$ cat src/rtl/sync_pointer_fifo_if.sv
// Handshake, status and error signals between a producer/consumer pair and sync_pointer_fifo.
// master = the producer/consumer side, slave = the FIFO.
interface sync_pointer_fifo_if #(
    parameter int WIDTH = 8,
    parameter int DEPTH = 8
);
    localparam int CW = $clog2(DEPTH + 1);

    logic             in_ready;
    logic [WIDTH-1:0] data_in;
    logic             out_ready;
    logic [WIDTH-1:0] data_out;
    logic             out_valid;
    logic             fifo_f;
    logic             fifo_e;
    logic             fifo_af;
    logic             fifo_ae;
    logic [CW-1:0]    count;
    logic             clr_err;
    logic             ovf;
    logic             udf;

    modport master (
        output in_ready, data_in, out_ready, clr_err,
        input  data_out, out_valid, fifo_f, fifo_e, fifo_af, fifo_ae, count, ovf, udf
    );

    modport slave (
        input  in_ready, data_in, out_ready, clr_err,
        output data_out, out_valid, fifo_f, fifo_e, fifo_af, fifo_ae, count, ovf, udf
    );
endinterface

$ cat src/rtl/sync_pointer_fifo.sv
// Single-clock pointer FIFO with AF/AE thresholds, occupancy count and sticky ovf/udf flags.
// Read latency 1 (registered data_out/out_valid); latency 0 when FIFO_FWFT_EN is defined.
// Writes while full are dropped (ovf), reads while empty are ignored (udf); flags are the backpressure.
module sync_pointer_fifo #(
    parameter int WIDTH    = 8,
    parameter int DEPTH    = 8,
    parameter int AF_LEVEL = DEPTH - 2,
    parameter int AE_LEVEL = 2
) (
    input  logic               clk,
    input  logic               reset_n,
    sync_pointer_fifo_if.slave bus
);
    localparam int AW = $clog2(DEPTH);
    localparam int CW = $clog2(DEPTH + 1);
    localparam logic [AW-1:0] LAST_ADDR = AW'(DEPTH - 1);
    localparam logic [CW-1:0] FULL_CNT  = CW'(DEPTH);
    localparam logic [CW-1:0] AF_CNT    = CW'(AF_LEVEL);
    localparam logic [CW-1:0] AE_CNT    = CW'(AE_LEVEL);

    logic [WIDTH-1:0] mem [DEPTH];
    logic [AW-1:0]    waddr;
    logic [AW-1:0]    raddr;
    logic [CW-1:0]    cnt;
    logic             full;
    logic             empty;
    logic             wr_acc;
    logic             rd_acc;
    logic             ovf_q;
    logic             udf_q;

    // All status flags decode the registered count, so they cannot glitch.
    assign full   = (cnt == FULL_CNT);
    assign empty  = (cnt == '0);
    assign wr_acc = bus.in_ready & ~full;
    assign rd_acc = bus.out_ready & ~empty;

    assign bus.fifo_f  = full;
    assign bus.fifo_e  = empty;
    assign bus.fifo_af = (cnt >= AF_CNT);
    assign bus.fifo_ae = (cnt <= AE_CNT);
    assign bus.count   = cnt;
    assign bus.ovf     = ovf_q;
    assign bus.udf     = udf_q;

    always_ff @(posedge clk) begin
        if (wr_acc) mem[waddr] <= bus.data_in;
    end

    always_ff @(posedge clk or negedge reset_n) begin
        if (!reset_n) begin
            waddr <= '0;
            raddr <= '0;
            cnt   <= '0;
        end else begin
            if (wr_acc) waddr <= (waddr == LAST_ADDR) ? '0 : waddr + 1'b1;
            if (rd_acc) raddr <= (raddr == LAST_ADDR) ? '0 : raddr + 1'b1;
            if (wr_acc && !rd_acc)      cnt <= cnt + 1'b1;
            else if (rd_acc && !wr_acc) cnt <= cnt - 1'b1;
        end
    end

    // A new error in the same cycle as clr_err keeps the flag set.
    always_ff @(posedge clk or negedge reset_n) begin
        if (!reset_n) begin
            ovf_q <= 1'b0;
            udf_q <= 1'b0;
        end else begin
            if (bus.in_ready && full) ovf_q <= 1'b1;
            else if (bus.clr_err)     ovf_q <= 1'b0;
            if (bus.out_ready && empty) udf_q <= 1'b1;
            else if (bus.clr_err)       udf_q <= 1'b0;
        end
    end

`ifdef FIFO_FWFT_EN
    assign bus.data_out  = mem[raddr];
    assign bus.out_valid = ~empty;
`else
    logic [WIDTH-1:0] dout_q;
    logic             vld_q;

    always_ff @(posedge clk or negedge reset_n) begin
        if (!reset_n) begin
            dout_q <= '0;
            vld_q  <= 1'b0;
        end else begin
            vld_q <= rd_acc;
            if (rd_acc) dout_q <= mem[raddr];
        end
    end

    assign bus.data_out  = dout_q;
    assign bus.out_valid = vld_q;
`endif
endmodule
$ cat src/flat_wrapper.sv
// flat-port wrapper written by rule: the top's interface ports become plain ports
module sync_pointer_fifo_flat 
#(
    parameter int WIDTH    = 8,
    parameter int DEPTH    = 8,
    parameter int AF_LEVEL = DEPTH - 2,
    parameter int AE_LEVEL = 2
)
  (clk, reset_n, bus_in_ready, bus_data_in, bus_out_ready, bus_clr_err, bus_data_out, bus_out_valid, bus_fifo_f, bus_fifo_e, bus_fifo_af, bus_fifo_ae, bus_count, bus_ovf, bus_udf);
  sync_pointer_fifo_if #(.WIDTH(WIDTH), .DEPTH(DEPTH)) bus_i ();
  input  logic clk;
  input  logic reset_n;
  input wire logic [$bits(bus_i.in_ready)-1:0] bus_in_ready;
  input wire logic [$bits(bus_i.data_in)-1:0] bus_data_in;
  input wire logic [$bits(bus_i.out_ready)-1:0] bus_out_ready;
  input wire logic [$bits(bus_i.clr_err)-1:0] bus_clr_err;
  output wire logic [$bits(bus_i.data_out)-1:0] bus_data_out;
  output wire logic [$bits(bus_i.out_valid)-1:0] bus_out_valid;
  output wire logic [$bits(bus_i.fifo_f)-1:0] bus_fifo_f;
  output wire logic [$bits(bus_i.fifo_e)-1:0] bus_fifo_e;
  output wire logic [$bits(bus_i.fifo_af)-1:0] bus_fifo_af;
  output wire logic [$bits(bus_i.fifo_ae)-1:0] bus_fifo_ae;
  output wire logic [$bits(bus_i.count)-1:0] bus_count;
  output wire logic [$bits(bus_i.ovf)-1:0] bus_ovf;
  output wire logic [$bits(bus_i.udf)-1:0] bus_udf;
  assign bus_i.in_ready = bus_in_ready;
  assign bus_i.data_in = bus_data_in;
  assign bus_i.out_ready = bus_out_ready;
  assign bus_i.clr_err = bus_clr_err;
  assign bus_data_out = bus_i.data_out;
  assign bus_out_valid = bus_i.out_valid;
  assign bus_fifo_f = bus_i.fifo_f;
  assign bus_fifo_e = bus_i.fifo_e;
  assign bus_fifo_af = bus_i.fifo_af;
  assign bus_fifo_ae = bus_i.fifo_ae;
  assign bus_count = bus_i.count;
  assign bus_ovf = bus_i.ovf;
  assign bus_udf = bus_i.udf;
  sync_pointer_fifo #(.WIDTH(WIDTH), .DEPTH(DEPTH), .AF_LEVEL(AF_LEVEL), .AE_LEVEL(AE_LEVEL)) u_core (.clk(clk), .reset_n(reset_n), .bus(bus_i));
endmodule
$ cat config.mk
export PLATFORM = sky130hd
export DESIGN_NAME = sync_pointer_fifo_flat
export DESIGN_NICKNAME = d
export VERILOG_FILES = /design/src/rtl/sync_pointer_fifo_if.sv /design/src/rtl/sync_pointer_fifo.sv /design/src/flat_wrapper.sv
export SDC_FILE = /design/constraint.sdc
export NUM_CORES = 1
export LEC_CHECK = 0
export BUFFER_PORTS_ARGS = -buffer_cell sky130_fd_sc_hd__buf_4
export CELL_PAD_IN_SITES_DETAIL_PLACEMENT = 2
export CELL_PAD_IN_SITES_GLOBAL_PLACEMENT = 2
export CORE_MARGIN = 4
export CORE_UTILIZATION = 30
export DETAILED_ROUTE_END_ITERATION = 10
export PLACE_DENSITY_LB_ADDON = 0.1
export SLEW_MARGIN = 20
export SYNTH_ARGS = -nofsm -noshare
export SYNTH_HDL_FRONTEND = slang
export SYNTH_SLANG_ARGS = --single-unit
$ cat constraint.sdc
create_clock -name clk -period 2.88 [get_ports clk]
set_clock_uncertainty 0.15 [all_clocks]
set_input_delay 0.432 -clock clk [delete_from_list [all_inputs] [get_ports clk]]
set_output_delay 0.432 -clock clk [all_outputs]
set_load 0.005 [all_outputs]
Word-level counts from Yosys, hierarchy flattened
Memories as Yosys holds them, arrays and structs flattened. A register that Yosys moved wholly into a read port is not among the register bits.
Index checks and enable logic that the tools add are counted.
{"block": "op_classes", "div": 0, "mux": 9, "order_cmp": 2, "n_reduce_logical": 11, "n_shift": 0, "n_addsub": 4, "n_eq_ne": 3, "bitwise": 4, "multipliers": 0}
{"cell": "two-way mux 4 bit", "count": 2}
{"cell": "adder 3 x 1 -> 3 bit (second input constant)", "count": 2}
{"cell": "equality test 3 bit (second input constant)", "count": 2}
{"cell": "two-way mux 3 bit", "count": 2}
{"cell": "nonzero test 2 bit", "count": 3}
{"cell": "two-way mux 1 bit", "count": 5}
{"cell": "adder 4 x 1 -> 4 bit (second input constant)", "count": 1}
{"cell": "equality test 4 bit (second input constant)", "count": 1}
{"cell": ">= comparator 4 x 3 -> 1 bit (second input constant)", "count": 1}
{"cell": "<= comparator 4 x 2 -> 1 bit (second input constant)", "count": 1}
{"cell": "logical AND 1 bit", "count": 4}
{"cell": "zero test 4 bit", "count": 1}
{"cell": "subtractor 4 x 1 -> 4 bit (second input constant)", "count": 1}
{"cell": "zero test 1 bit", "count": 3}
{"cell": "AND 1 bit", "count": 2}
{"cell": "inverter 1 bit", "count": 2}
{"block": "word_totals", "latch_bits": 0, "ff_bits": 13, "elab_cells": 40, "romBits": 0, "memories": 1, "ram_bits": 64, "out_inout_bits": 19, "inputBits": 13}
{"memory": "u_core.mem", "depth": 8, "word_bits": 8, "rd": 1, "rd_ports_with_merged_regs": 1, "write_ports": 1, "line_no": "sync_pointer_fifo.sv:21", "rtl": "logic [WIDTH-1:0] mem [DEPTH];"}

Depth between registers and ports, before layout
{"block": "logic_depth", "ltp_word": 7, "depth_mapped": 11, "mapped_depth_nobuf": 10}

Worst setup path after synthesis
Ideal clock, no wire load.
{"block": "synth_path", "kind": "register to register", "start": "register u_core.cnt[0], in the netlist u_core.bus.count[0]", "end": "register u_core.cnt[3], in the netlist u_core.bus.count[3]", "path_buffers": 1, "slack_ns": 0.175, "path_stages_with_launch": 10, "synth_period_minus_slack_ns": 2.705, "required_ns": 2.594, "arrival_time_ns": 2.419, "setup_time_ns": 0.136, "cell_sequence": "dfrtp_1 > nor4_4 > or2b_4 > buf_4 > ha_1 > inv_1 > ha_1 > a21o_1 > a2111oi_0 > o31ai_1"}
{"block": "synth_via", "elab_chain_len": 6, "elab_cells_between_ends": 15, "classes_between": "add/sub: 2; eq/ne: 1; mux: 2; bitwise: 4; reduce/logical: 6"}
{"item": "start: declaration", "line_no": "sync_pointer_fifo.sv:24", "rtl": "logic [CW-1:0] cnt;"}
{"item": "start signal: assignment", "line_no": "sync_pointer_fifo.sv:58", "rtl": "if (wr_acc && !rd_acc) cnt <= cnt + 1'b1;"}
{"item": "start signal: assignment", "line_no": "sync_pointer_fifo.sv:59", "rtl": "else if (rd_acc && !wr_acc) cnt <= cnt - 1'b1;"}
{"item": "zero test 4 bit *", "line_no": "sync_pointer_fifo.sv:34", "rtl": "assign empty = (cnt == '0);"}
{"item": "named net bus_fifo_e", "line_no": "flat_wrapper.sv:20", "rtl": "output wire logic [$bits(bus_i.fifo_e)-1:0] bus_fifo_e;"}
{"item": "inverter 1 bit *", "line_no": "sync_pointer_fifo.sv:36", "rtl": "assign rd_acc = bus.out_ready & ~empty;"}
{"item": "AND 1 bit *", "line_no": "sync_pointer_fifo.sv:36"}
{"item": "zero test 1 bit", "line_no": "sync_pointer_fifo.sv:58"}
{"item": "logical AND 1 bit", "line_no": "sync_pointer_fifo.sv:58"}
{"item": "two-way mux 4 bit or nonzero test 2 bit (tied branches)"}
The timed path passes the listed nets; every way through them passes the cells marked *. The select of a mux whose other input is x is not followed.
A chain may end at the register's enable or synchronous reset.

Worst setup path in the final report
{"block": "layout_path", "start": "register u_core.cnt[0], in the netlist u_core.bus.count[0]", "end": "register u_core.cnt[3], in the netlist u_core.bus.count[3]"}
{"block": "layout_via", "elab_chain_len": 6, "elab_cells_between_ends": 15, "classes_between": "add/sub: 2; eq/ne: 1; mux: 2; bitwise: 4; reduce/logical: 6"}
{"item": "equality test 4 bit *", "line_no": "sync_pointer_fifo.sv:33", "rtl": "assign full = (cnt == FULL_CNT);"}
{"item": "inverter 1 bit *", "line_no": "sync_pointer_fifo.sv:35", "rtl": "assign wr_acc = bus.in_ready & ~full;"}
{"item": "AND 1 bit *", "line_no": "sync_pointer_fifo.sv:35"}
{"item": "named net u_core.wr_acc", "line_no": "sync_pointer_fifo.sv:27", "rtl": "logic wr_acc;"}
{"item": "zero test 1 bit", "line_no": "sync_pointer_fifo.sv:59"}
{"item": "logical AND 1 bit", "line_no": "sync_pointer_fifo.sv:59"}
{"item": "nonzero test 2 bit (no line)"}
Marks and branches as above.

==> impl_metrics.csv <==
group,metric,value,unit
outcome,status,"finished, final reports clean",
logic_synthesis,synth_cells,226,
routing,wl_met2,3650,µm
floorplan,coreArea,11500,µm²
grt,grt_max_degree,36,
logic_synthesis,synth.top_cell.area_share,53.8,%
floorplan,die_x,117,µm
place,hpwl,5380,µm
logic_synthesis,synthesis.area,3570,µm²
power_and_ir_drop,swShare,32.8,%
power_and_ir_drop,p_comb_share,34.6,%
cts,cts_tree,"done",
grt,grt_overflow,0,
hold_path,hold_path_class,"in -> reg",
power_and_ir_drop,clkPwrFrac,25.8,%
final_layout,layout_common_cells,"edfxtp_1, buf_4, nand2_1",
sta,final-setup-viol-count,0,
sta,final_max_slew_viol_count,0,
sta,setup_tns,0,ps
sta,hold_violations,0,
cts,clk_pin_slew,60,ps
sta,finalCriticalPeriod,2630,ps
setup_path,crit_required,2940,ps
cts,clk_latency,340,ps
floorplan,dieArea,13700,µm²
sta,worst_slew_pin_slew,906,ps
logic_synthesis,yosysUniqueCellTypes,34,
power_and_ir_drop,vdd_drop_max,0.336,mV
final_layout,fin_nets,292,
logic_synthesis,ys_warn_count,0,
setup_path,worstSetupStartpointType,"flop",
setup_path,critPathKind,"reg -> reg",
sta,relSlewSlack,39.4,%
grt,grt_pass1_wl,12500,µm
power_and_ir_drop,p_int,3.01,mW
power_and_ir_drop,pwr-share-seq,39.6,%
power_and_ir_drop,netSwitchingPower,1.47,mW
place,place_congestion,0.681,
sta,fmax,0.380,GHz
grt,antenna_found_initial,0,
routing,avgRoutedWirePerCell,18.8,µm
routing,vias,2011,
logic_synthesis,synth_edf_count,64,
floorplan,io_pins,32,
cts,clockBufferDepth,2,
routing,dr.pass1.iters,4,
grt,grt.total_usage,12.6,%
logic_synthesis,synth_top_cell_by_area,"edfxtp_1",
floorplan,die_y,117,µm
final_layout,syn_to_final_growth,20.0,%
logic_synthesis,ys_seq_area_share,68.5,%
final_layout,final_common_cell,"edfxtp_1",
routing,wl,7900,µm
logic_synthesis,postSynthAreaPerCell,15.8,µm²
run,maxCapViolations,0,
routing,route.met3.wl,349,µm
final_layout,num-fill-cells,1166,
routing,vias_per_cell,4.80,
cts,numClockSinks,85,
routing,ant_nets,0,
logic_synthesis,ys_seq_elements,85,
final_layout,stdcell_area,4290,µm²
routing,drc,0,
setup_path,worstPathArrival,2700,ps
logic_synthesis,syn-num-nets,247,
final_layout,final_util,37.2,%
routing,met1_length,3840,µm
final_layout,drive_gt1_share,31.2,%
setup_path,critPathCaptureType,"flop",
setup_path,path_max_fanout,5,
sta,rsz0062_at_grt,"false",
final_layout,diodes,0,
sta,finalCritPeriodShare,91.4,%
grt,grt_pass1_vias,2222,
cts,cts_buffers,9,
cts,clock-root-buffer,"clkbuf_16",
logic_synthesis,synth_area_leaders,"edfxtp_1, dfrtp_1, mux2_2",
cts,post-cts-setup-buffers,0,
power_and_ir_drop,p_per_area,1040,nW/µm²
logic_synthesis,synth_async_sr_flop_share,24.7,%
floorplan,initial_utilization,31.0,%
place,placement.io_buffers,31,
power_and_ir_drop,p_leak,1.63,nW
routing,top_layer_used,"met4",
logic_synthesis,ys.flop_type,"edfxtp_1",
cts,ctsHtreeMaxLevel,3,
place,place_area,3970,µm²
routing,drtIter0Drc,125,
floorplan,rows,39,
==> worst max-delay path: stages, from the launching register on <==
cell and delay [ps]:
dfrtp_1 440, nor4b_4 330, nand2b_1 190, inv_2 80
ha_1 250, inv_2 130, ha_1 230, a21o_1 210
a2111oi_2 370, o31ai_1 140
==> cells in the mapped netlist (2+ instances only) <==
master,instances
nand2b_1,4
a21o_1,4
nand2_1,22
o21ai_0,4
a221o_1,8
ha_1,7
mux2_2,19
inv_1,4
edfxtp_1,64
nor3_1,8
dfrtp_1,21
mux2i_1,17
o21ai_1,7
buf_12,2
clkbuf_1,2
o22ai_1,8
xnor2_1,2
nor2_1,4
buf_6,4
==> state kept, by name (all words and copies together) (netlist names) <==
register              flops
u_core.bus.count          4
u_core.bus.data_out       8
u_core.bus.out_valid      1
u_core.bus.ovf            1
u_core.bus.udf            1
u_core.mem               64
u_core.raddr              3
u_core.waddr              3
==> power by group through the flow <==
| stage | Combinational [mW] | Sequential (mW) | Clock, mW |
|---|---|---|---|
| 2_1_floorplan | 1.01 | 1.80 | 0 |
| 3_3_place_gp | 1.55 | 1.78 | 0 |
| 3_5_place_dp | 1.57 | 1.80 | 0 |
| 4_1_cts | 1.58 | 1.78 | 1.20 |
| 5_1_grt | 1.74 | 1.80 | 1.26 |
| 6_report | 1.55 | 1.77 | 1.15 |
==> cell families after synthesis <==
family | count (synthesis) | synth area share, %
XOR/XNOR | 2 | 0.490
AO/OA/AOI/OAI | 36 | 7.07
multiplexers | 36 | 10.7
AND/OR/NAND/NOR | 44 | 6.76
buffers and inverters | 15 | 3.43
adder cells (fa/ha/maj) | 8 | 3.01
flip-flops | 85 | 68.5
==> through the flow <==
step / setup WS, ps / power, mW / hold slack (ps) / instances
after CTS: 46.6 / 4.56 / 131 / 419
final: 247 / 4.47 / 141 / 419
after global placement: 236 / 3.33 / 198 / 402
after global routing: 52.9 / 4.80 / 138 / 419
after floorplan: 175 / 2.81 / -13.6 / 226
after detailed placement: 70.5 / 3.37 / 197 / 402
==> final timing paths <==
| path | start | end | slack [ps] | cells after the start |
|---|---|---|---|---|
| setup reg to reg | u_core.bus.count[0] | u_core.bus.count[3] | 250 | 9 |
| setup / recovery | u_core.bus.count[0] | u_core.bus.count[3] | 250 | 9 |
| hold / removal | bus_clr_err | u_core.bus.udf | 140 | 2 |
| max in group asynchronous | reset_n | u_core.bus.data_out[3] | 1980 | 2 |
| min in group asynchronous | reset_n | u_core.bus.count[2] | 370 | 2 |
| hold reg to reg | u_core.bus.data_out[5] | u_core.bus.data_out[5] | 340 | 2 |
==> metal layers <==
layer / track usage [%] / up-vias
li1: - / 949
met1: 17.1 / 1014
met5: 0 / -
met3: 4.32 / 7
met2: 19.6 / 41
met4: 2.75 / 0
==> cell type report <==
type	count	area, µm²	share of cell area (%)
repair buffers	44	333	7.76
multi-input cells	126	1010	23.6
well taps	143	179	4.17
clock inverters	7	73.8	1.72
inverters	5	18.8	0.438
clock buffers	9	225	5.25
flip-flops and latches	85	2450	57.1
==> timing repair <==
item                                    CTS  global route
hold endpoints to repair                 21             0
resized for setup                         0             3
endpoints found under the setup margin    0             1
hold buffers                              1             0
(Power assumes the default switching activity.)
